$ cat src/rtl/reaction_pkg.sv
// Shared definitions for the reaction timers: round states and LFSR tap masks.
package reaction_pkg;

  typedef enum logic [1:0] {
    IDLE = 2'd0,
    ARM  = 2'd1,
    GO   = 2'd2,
    DONE = 2'd3
  } rstate_t;

  localparam int unsigned LFSR_SEED = 1;

  // Galois right-shift feedback masks for maximal-length sequences.
  function automatic logic [31:0] lfsr_taps(input int unsigned width);
    case (width)
      8:       lfsr_taps = 32'h0000_00B8;
      16:      lfsr_taps = 32'h0000_B400;
      24:      lfsr_taps = 32'h00E1_0000;
      32:      lfsr_taps = 32'h8020_0003;
      default: lfsr_taps = 32'h0000_B400;
    endcase
  endfunction

endpackage

$ cat src/rtl/tick_gen.sv
// Free-running one-clock tick enable at TICK_HZ derived from CLK_HZ; no derived clocks.
module tick_gen #(
  parameter int unsigned CLK_HZ  = 50_000_000,
  parameter int unsigned TICK_HZ = 1000
) (
  input  logic i_clk,
  input  logic i_rst_n,
  output logic o_tick
);

  localparam int unsigned DIV   = (CLK_HZ / TICK_HZ > 1) ? CLK_HZ / TICK_HZ : 1;
  localparam int unsigned CNT_W = (DIV > 1) ? $clog2(DIV) : 1;
  localparam logic [CNT_W-1:0] LAST = CNT_W'(DIV - 1);

  logic [CNT_W-1:0] r_cnt;

  always_ff @(posedge i_clk or negedge i_rst_n) begin
    if (!i_rst_n) begin
      r_cnt <= '0;
    end else if (r_cnt == LAST) begin
      r_cnt <= '0;
    end else begin
      r_cnt <= r_cnt + CNT_W'(1);
    end
  end

  assign o_tick = (r_cnt == LAST);

endmodule

$ cat src/rtl/reaction_multi.sv
// N-player reaction timer: random go delay, per-player first-press timestamps in ticks,
// false-start detection and a session-best time with its holder.
module reaction_multi
  import reaction_pkg::*;
#(
  parameter int unsigned CLK_HZ    = 50_000_000,
  parameter int unsigned TICK_HZ   = 1000,
  parameter int unsigned N_PLAYERS = 4,
  parameter int unsigned TIME_W    = 11,
  parameter int unsigned MIN_DELAY = 1000,
  parameter int unsigned RAND_BITS = 10,
  parameter int unsigned LFSR_W    = 16,
  localparam int unsigned ID_W     = (N_PLAYERS > 1) ? $clog2(N_PLAYERS) : 1
) (
  input  logic                          i_clk,
  input  logic                          i_rst_n,
  input  logic                          i_start,
  input  logic [N_PLAYERS-1:0]          i_btn,
  output logic                          o_go,
  output logic                          o_busy,
  output logic                          o_done,
  output logic [N_PLAYERS*TIME_W-1:0]   o_react_time,
  output logic [N_PLAYERS-1:0]          o_valid,
  output logic [N_PLAYERS-1:0]          o_false_start,
  output logic [TIME_W-1:0]             o_best_time,
  output logic [ID_W-1:0]               o_best_id
);

  localparam logic [TIME_W-1:0] T_MAX  = '1;
  localparam int unsigned       DLY_W  = $clog2(MIN_DELAY + 2 ** RAND_BITS);
  localparam logic [31:0]       TAPS32 = lfsr_taps(LFSR_W);
  localparam logic [LFSR_W-1:0] TAPS   = TAPS32[LFSR_W-1:0];

  rstate_t                         r_state;
  logic [LFSR_W-1:0]               r_lfsr;
  logic                            r_start_q;
  logic [N_PLAYERS-1:0]            r_btn_q;
  logic [DLY_W-1:0]                r_dly;
  logic [TIME_W-1:0]               r_ms;
  logic [N_PLAYERS-1:0][TIME_W-1:0] r_rt;
  logic [N_PLAYERS-1:0]            r_valid;
  logic [N_PLAYERS-1:0]            r_fs;
  logic                            r_done;
  logic [TIME_W-1:0]               r_best;
  logic [ID_W-1:0]                 r_best_id;

  logic                 w_tick;
  logic [LFSR_W-1:0]    w_lfsr_step;
  logic                 w_start_edge;
  logic [N_PLAYERS-1:0] w_btn_edge, w_cap, w_fs_nx, w_valid_nx;
  logic                 w_all_res, w_timeout, w_go_exit, w_any;
  logic [TIME_W-1:0]    w_min;
  logic [ID_W-1:0]      w_min_id;

  tick_gen #(
    .CLK_HZ  (CLK_HZ),
    .TICK_HZ (TICK_HZ)
  ) u_tick (
    .i_clk   (i_clk),
    .i_rst_n (i_rst_n),
    .o_tick  (w_tick)
  );

  assign w_lfsr_step  = r_lfsr[0] ? ((r_lfsr >> 1) ^ TAPS) : (r_lfsr >> 1);
  assign w_start_edge = i_start & ~r_start_q;
  assign w_btn_edge   = i_btn & ~r_btn_q;
  assign w_cap        = (r_state == GO)  ? (w_btn_edge & ~r_valid & ~r_fs) : '0;
  assign w_fs_nx      = (r_state == ARM) ? (r_fs | w_btn_edge) : r_fs;
  assign w_valid_nx   = r_valid | w_cap;
  assign w_all_res    = &(w_valid_nx | w_fs_nx);
  assign w_timeout    = (r_ms == T_MAX);
  assign w_go_exit    = (r_state == GO) && (w_all_res || w_timeout);

  // Fastest legal time including this cycle's captures; strict < keeps the lowest index on ties.
  always_comb begin
    w_min    = T_MAX;
    w_min_id = '0;
    w_any    = 1'b0;
    for (int i = 0; i < N_PLAYERS; i++) begin
      if (w_valid_nx[i] && (!w_any || (w_cap[i] ? r_ms : r_rt[i]) < w_min)) begin
        w_min    = w_cap[i] ? r_ms : r_rt[i];
        w_min_id = ID_W'(i);
        w_any    = 1'b1;
      end
    end
  end

  always_ff @(posedge i_clk or negedge i_rst_n) begin
    if (!i_rst_n) begin
      r_state   <= IDLE;
      r_lfsr    <= LFSR_W'(LFSR_SEED);
      r_start_q <= 1'b1;
      r_btn_q   <= '1;
      r_dly     <= '0;
      r_ms      <= '0;
      r_rt      <= '0;
      r_valid   <= '0;
      r_fs      <= '0;
      r_done    <= 1'b0;
      r_best    <= T_MAX;
      r_best_id <= '0;
    end else begin
      r_start_q <= i_start;
      r_btn_q   <= i_btn;
      r_lfsr    <= (w_lfsr_step == '0) ? LFSR_W'(LFSR_SEED) : w_lfsr_step;
      r_done    <= 1'b0;
      case (r_state)
        IDLE, DONE: begin
          if (w_start_edge) begin
            r_valid <= '0;
            r_fs    <= '0;
            r_rt    <= '0;
            r_dly   <= DLY_W'(MIN_DELAY) + DLY_W'(r_lfsr[RAND_BITS-1:0]);
            r_state <= ARM;
          end
        end
        ARM: begin
          r_fs <= w_fs_nx;
          if (&w_fs_nx) begin
            r_state <= DONE;
            r_done  <= 1'b1;
          end else if (w_tick) begin
            if (r_dly == '0) begin
              r_state <= GO;
              r_ms    <= '0;
            end else begin
              r_dly <= r_dly - DLY_W'(1);
            end
          end
        end
        GO: begin
          r_valid <= w_valid_nx;
          for (int i = 0; i < N_PLAYERS; i++) begin
            if (w_cap[i]) begin
              r_rt[i] <= r_ms;
            end else if (w_timeout && !r_valid[i] && !r_fs[i]) begin
              r_rt[i] <= T_MAX;
            end
          end
          if (w_tick && !w_timeout) begin
            r_ms <= r_ms + TIME_W'(1);
          end
          if (w_go_exit) begin
            r_state <= DONE;
            r_done  <= 1'b1;
            if (w_any && (w_min < r_best)) begin
              r_best    <= w_min;
              r_best_id <= w_min_id;
            end
          end
        end
        default: r_state <= IDLE;
      endcase
    end
  end

  assign o_go          = (r_state == GO);
  assign o_busy        = (r_state == ARM) || (r_state == GO);
  assign o_done        = r_done;
  assign o_react_time  = r_rt;
  assign o_valid       = r_valid;
  assign o_false_start = r_fs;
  assign o_best_time   = r_best;
  assign o_best_id     = r_best_id;

endmodule

$ cat config.mk
export PLATFORM = sky130hd
export DESIGN_NAME = reaction_multi
export DESIGN_NICKNAME = d
export VERILOG_FILES = /design/src/rtl/reaction_pkg.sv /design/src/rtl/tick_gen.sv /design/src/rtl/reaction_multi.sv
export SDC_FILE = /design/constraint.sdc
export NUM_CORES = 1
export LEC_CHECK = 0
export CORE_MARGIN = 1
export CORE_UTILIZATION = 50
export CTS_CLUSTER_SIZE = 8
export DETAILED_ROUTE_END_ITERATION = 10
export PLACE_DENSITY = 0.72
export SLEW_MARGIN = 25
export SYNTH_ARGS = -nofsm -noshare
export SYNTH_HDL_FRONTEND = slang
export SYNTH_SLANG_ARGS = --single-unit
$ cat constraint.sdc
create_clock -name i_clk -period 12.92 [get_ports i_clk]
set_input_delay 2.584 -clock i_clk [delete_from_list [all_inputs] [get_ports i_clk]]
set_output_delay 2.584 -clock i_clk [all_outputs]
set_load 0.05 [all_outputs]
==> run summary <==
status -> finished, final reports clean
crit-path max FO -> 12
Synth Area in XOR/XNOR -> 2.39%
power per standard cell area -> 261 mW/mm^2
DR WL/cell -> 17.0 um
Reg2Reg Depth -> 36
Synth Area in Adders -> 7.28%
max-slew violation count -> 0
final setup fails -> 0
number of buffers created by CTS -> 17
Post-synth EDFFs -> 0
n_diodes -> 0
WP data arrival -> 12560 ps
H-tree depth -> 4
hold path cells -> 0
final wirelength -> 19800 um
core box area -> 0.0158 sq mm
first-pass GRT wire length -> 32300 um
Synth area leader -> dfrtp_1
largest net degree at the start of global routing -> 73
max cap viols -> 0
Die Width -> 129 um
synth cell count leaders -> 110 x dfrtp_1, 94 x inv_1, 76 x o21ai_0, 55 x nor2_1, 52 x clkbuf_1
startpoint types -> input port
clock-pin slew on the worst setup and hold paths -> 60 ps
vias in the first global route -> 6386
Synth Register Bits -> 127
top-count cell post-synth -> dfrtp_1
mux contribution to synthesized area -> 7.79%
cts hold-fix bufs -> 0
CTS tree -> yes
Synth top area share -> 34.1%
ys async rst share -> 100%
Hold Crit Class -> flip-flop to flip-flop
Worst-Margin Slew -> 955 ps
I/O Buffers -> 74
Leak -> 0.00417 uW
Pre-antenna DRT Iters -> 5
standard-cell rows -> 46
clk root buf -> clkbuf_16
CP Buf/Inv Count -> 3
final hold viol count -> 0
antenna violations before repair -> 0
Design Area, Final -> 0.00952 sq mm
clk sinks -> 127
Seq/Total Area, Yosys -> 39.6%
Routability Congestion -> 0.917
Worst-Skew Late Latency -> 430 ps
dominant register cell in the synthesized netlist -> dfrtp_1
final period demand of the worst path -> 12200 ps
die height -> 129 um
Post-Syn Area -> 0.00808 sq mm
Placed Area -> 0.00892 sq mm
Nets -> 988
Syn Inst Count -> 892
Residual DRC -> 0
DP HPWL -> 14400 um
critical path data required time -> 13270 ps
crit path kind -> input port to flip-flop
max_slew headroom -> 36.1%
largest family of logic cells by synthesized area -> compound AO/OA/AOI/OAI gates
min-delay src -> r_lfsr[15]
vias per cell -> 5.71
worst slack at placement -> 191 ps
clk buf depth -> 2
reg-to-reg startpoint -> r_state[0]
Largest delay share family, worst path -> compound AO/OA/AOI/OAI gates
# Post-CTS Setup Buffers -> 0
Hold Path Sink -> r_lfsr[14]
P&R area growth vs syn -> 17.9%
overall power -> 2480 uW
yosys warns -> 0
Post-Syn Nets -> 946
Unique masters post-synth -> 71
# fillers -> 1362
Vias -> 6642
worst clock skew -> 6.67 ps
initial core utilization -> 51.0%
top cells by area, synth -> dfrtp_1 34%, ha_1 7.3%, dfstp_2 5.5%
Setup TNS -> 0 ps
Avg Cell Area, Syn -> 9.05 sq um
setup repair after global routing missed its margin -> no
Peak VDD IR -> 0.181 mV
CP peak stage delay -> 560 ps
FMAX -> 81.9 MHz
Post-Synth Simple-Gate Area -> 13.1%
final worst-path setup slack -> 715 ps
Final ANT Viol Nets -> 0
Total Routing Usage GR -> 25.5%
compound-gate portion of the synthesized area -> 22.3%
Die ar. -> 0.0167 sq mm
Fin Hold WS -> 382 ps
crit path max-delay cell type -> clkdlybuf4s50_1
Iter 0 DRT Violations -> 452
worst flop-to-flop path endpoint -> o_best_time[4]
Worst R2R Setup Slack -> 2730 ps
layout cells sized above 1 -> 12.8%
# IOs -> 75
CP Capture Type -> flip-flop
number of cells on the critical path -> 36
fin crit share -> 94.5%
global route overflow -> 0
## repair_timing
| item | 4_1_cts | 5_1_grt |
|---|---|---|
| setup endpoints to repair | 0 | 10 |
| endpoints found under the hold margin | 0 | 0 |
| gates resized for setup | 0 | 3 |
## cell families after synthesis
logic type,after synthesis
AOI/OAI and AO/OA,273
and+or+nand+nor,206
buffers and inverters,158
DFF,127
muxes,59
adders and majority gates,47
xor gates and xnor gates,22
## through the flow
step,utilization (%),cells
after floorplan,-,892
after global placement,56.4,1131
after detailed placement,56.4,1131
after CTS,60.1,1163
after global routing,60.2,1163
final,60.2,1163
## sequential cells by signal (all words and copies together), names as in the netlist
signal / count
o_react_time: 44
r_lfsr: 16
u_tick.r_cnt: 16
o_best_time: 11
r_dly: 11
r_ms: 11
o_false_start: 4
o_valid: 4
r_btn_q: 4
o_best_id: 2
r_state: 2
o_done: 1
r_start_q: 1
## worst reg2reg max path, delay by kind of cell, from the launching register on
kind / cells / cell delay [ps]
fa+ha+maj: 5 / 1710
buf+inv: 3 / 420
compound gates: 16 / 3770
flops: 1 / 370
simple gates: 7 / 2090
mux: 5 / 1750
## cell type report
class | count | area (sq um) | area share, %
Tap cell | 216 | 270 | 2.84
Inverter | 95 | 357 | 3.74
Sequential cell | 127 | 3200 | 33.6
Timing Repair Buffer | 86 | 828 | 8.70
Clock inverter | 15 | 161 | 1.69
Multi-Input combinational cell | 607 | 4280 | 45.0
Clock buffer | 17 | 425 | 4.47
## layer usage
metal | part of all wire (%) | GRT usage [%] | routed length [um]
met5 | 0 | 0 | 0
met4 | 2.4 | 9.69 | 467
met3 | 4.8 | 5.41 | 944
met2 | 47 | 41.3 | 9250
met1 | 46 | 33.6 | 9160
## where the power goes
part	internal [uW]	total (uW)	switching, uW
logic	529	1430	899
clock network	285	475	190
registers	493	580	86.2
total	1310	2480	1180
## worst max path at each step
| stage | start | endpoint | slack, ps |
|---|---|---|---|
| after floorplan | i_btn[1] | o_best_time[10] | 1910 |
| after global placement | i_btn[1] | o_best_time[4] | 370 |
| after detailed placement | i_btn[1] | o_best_time[10] | 190 |
| after CTS | i_btn[1] | o_best_time[9] | 570 |
| after global routing | i_btn[1] | o_best_time[6] | 90 |
| final | i_btn[1] | o_best_time[4] | 720 |
## cell usage in the layout (no fill, tap or decap), types with 5 or more instances in the layout
master,n
dfstp_2,17
a31oi_1,10
o21ai_0,76
nand2_1,49
o211ai_1,39
ha_1,46
dfrtp_1,110
o22ai_1,12
or2_2,5
and3_1,8
inv_1,94
and2_1,5
o21bai_1,7
nor2_1,55
nand4_1,10
nor4_1,6
nor3_1,15
buf_4,13
nand3_1,15
mux2_2,31
clkdlybuf4s50_1,73
a21o_1,10
o22a_1,6
clkinvlp_4,7
or3_1,7
mux2i_1,28
o31ai_1,9
a21oi_1,50
a21bo_2,6
xor2_1,12
nor2b_1,9
clkbuf_16,17
xnor2_1,10
o21a_1,5
No activity file was read; power rests on OpenSTA's default activity.
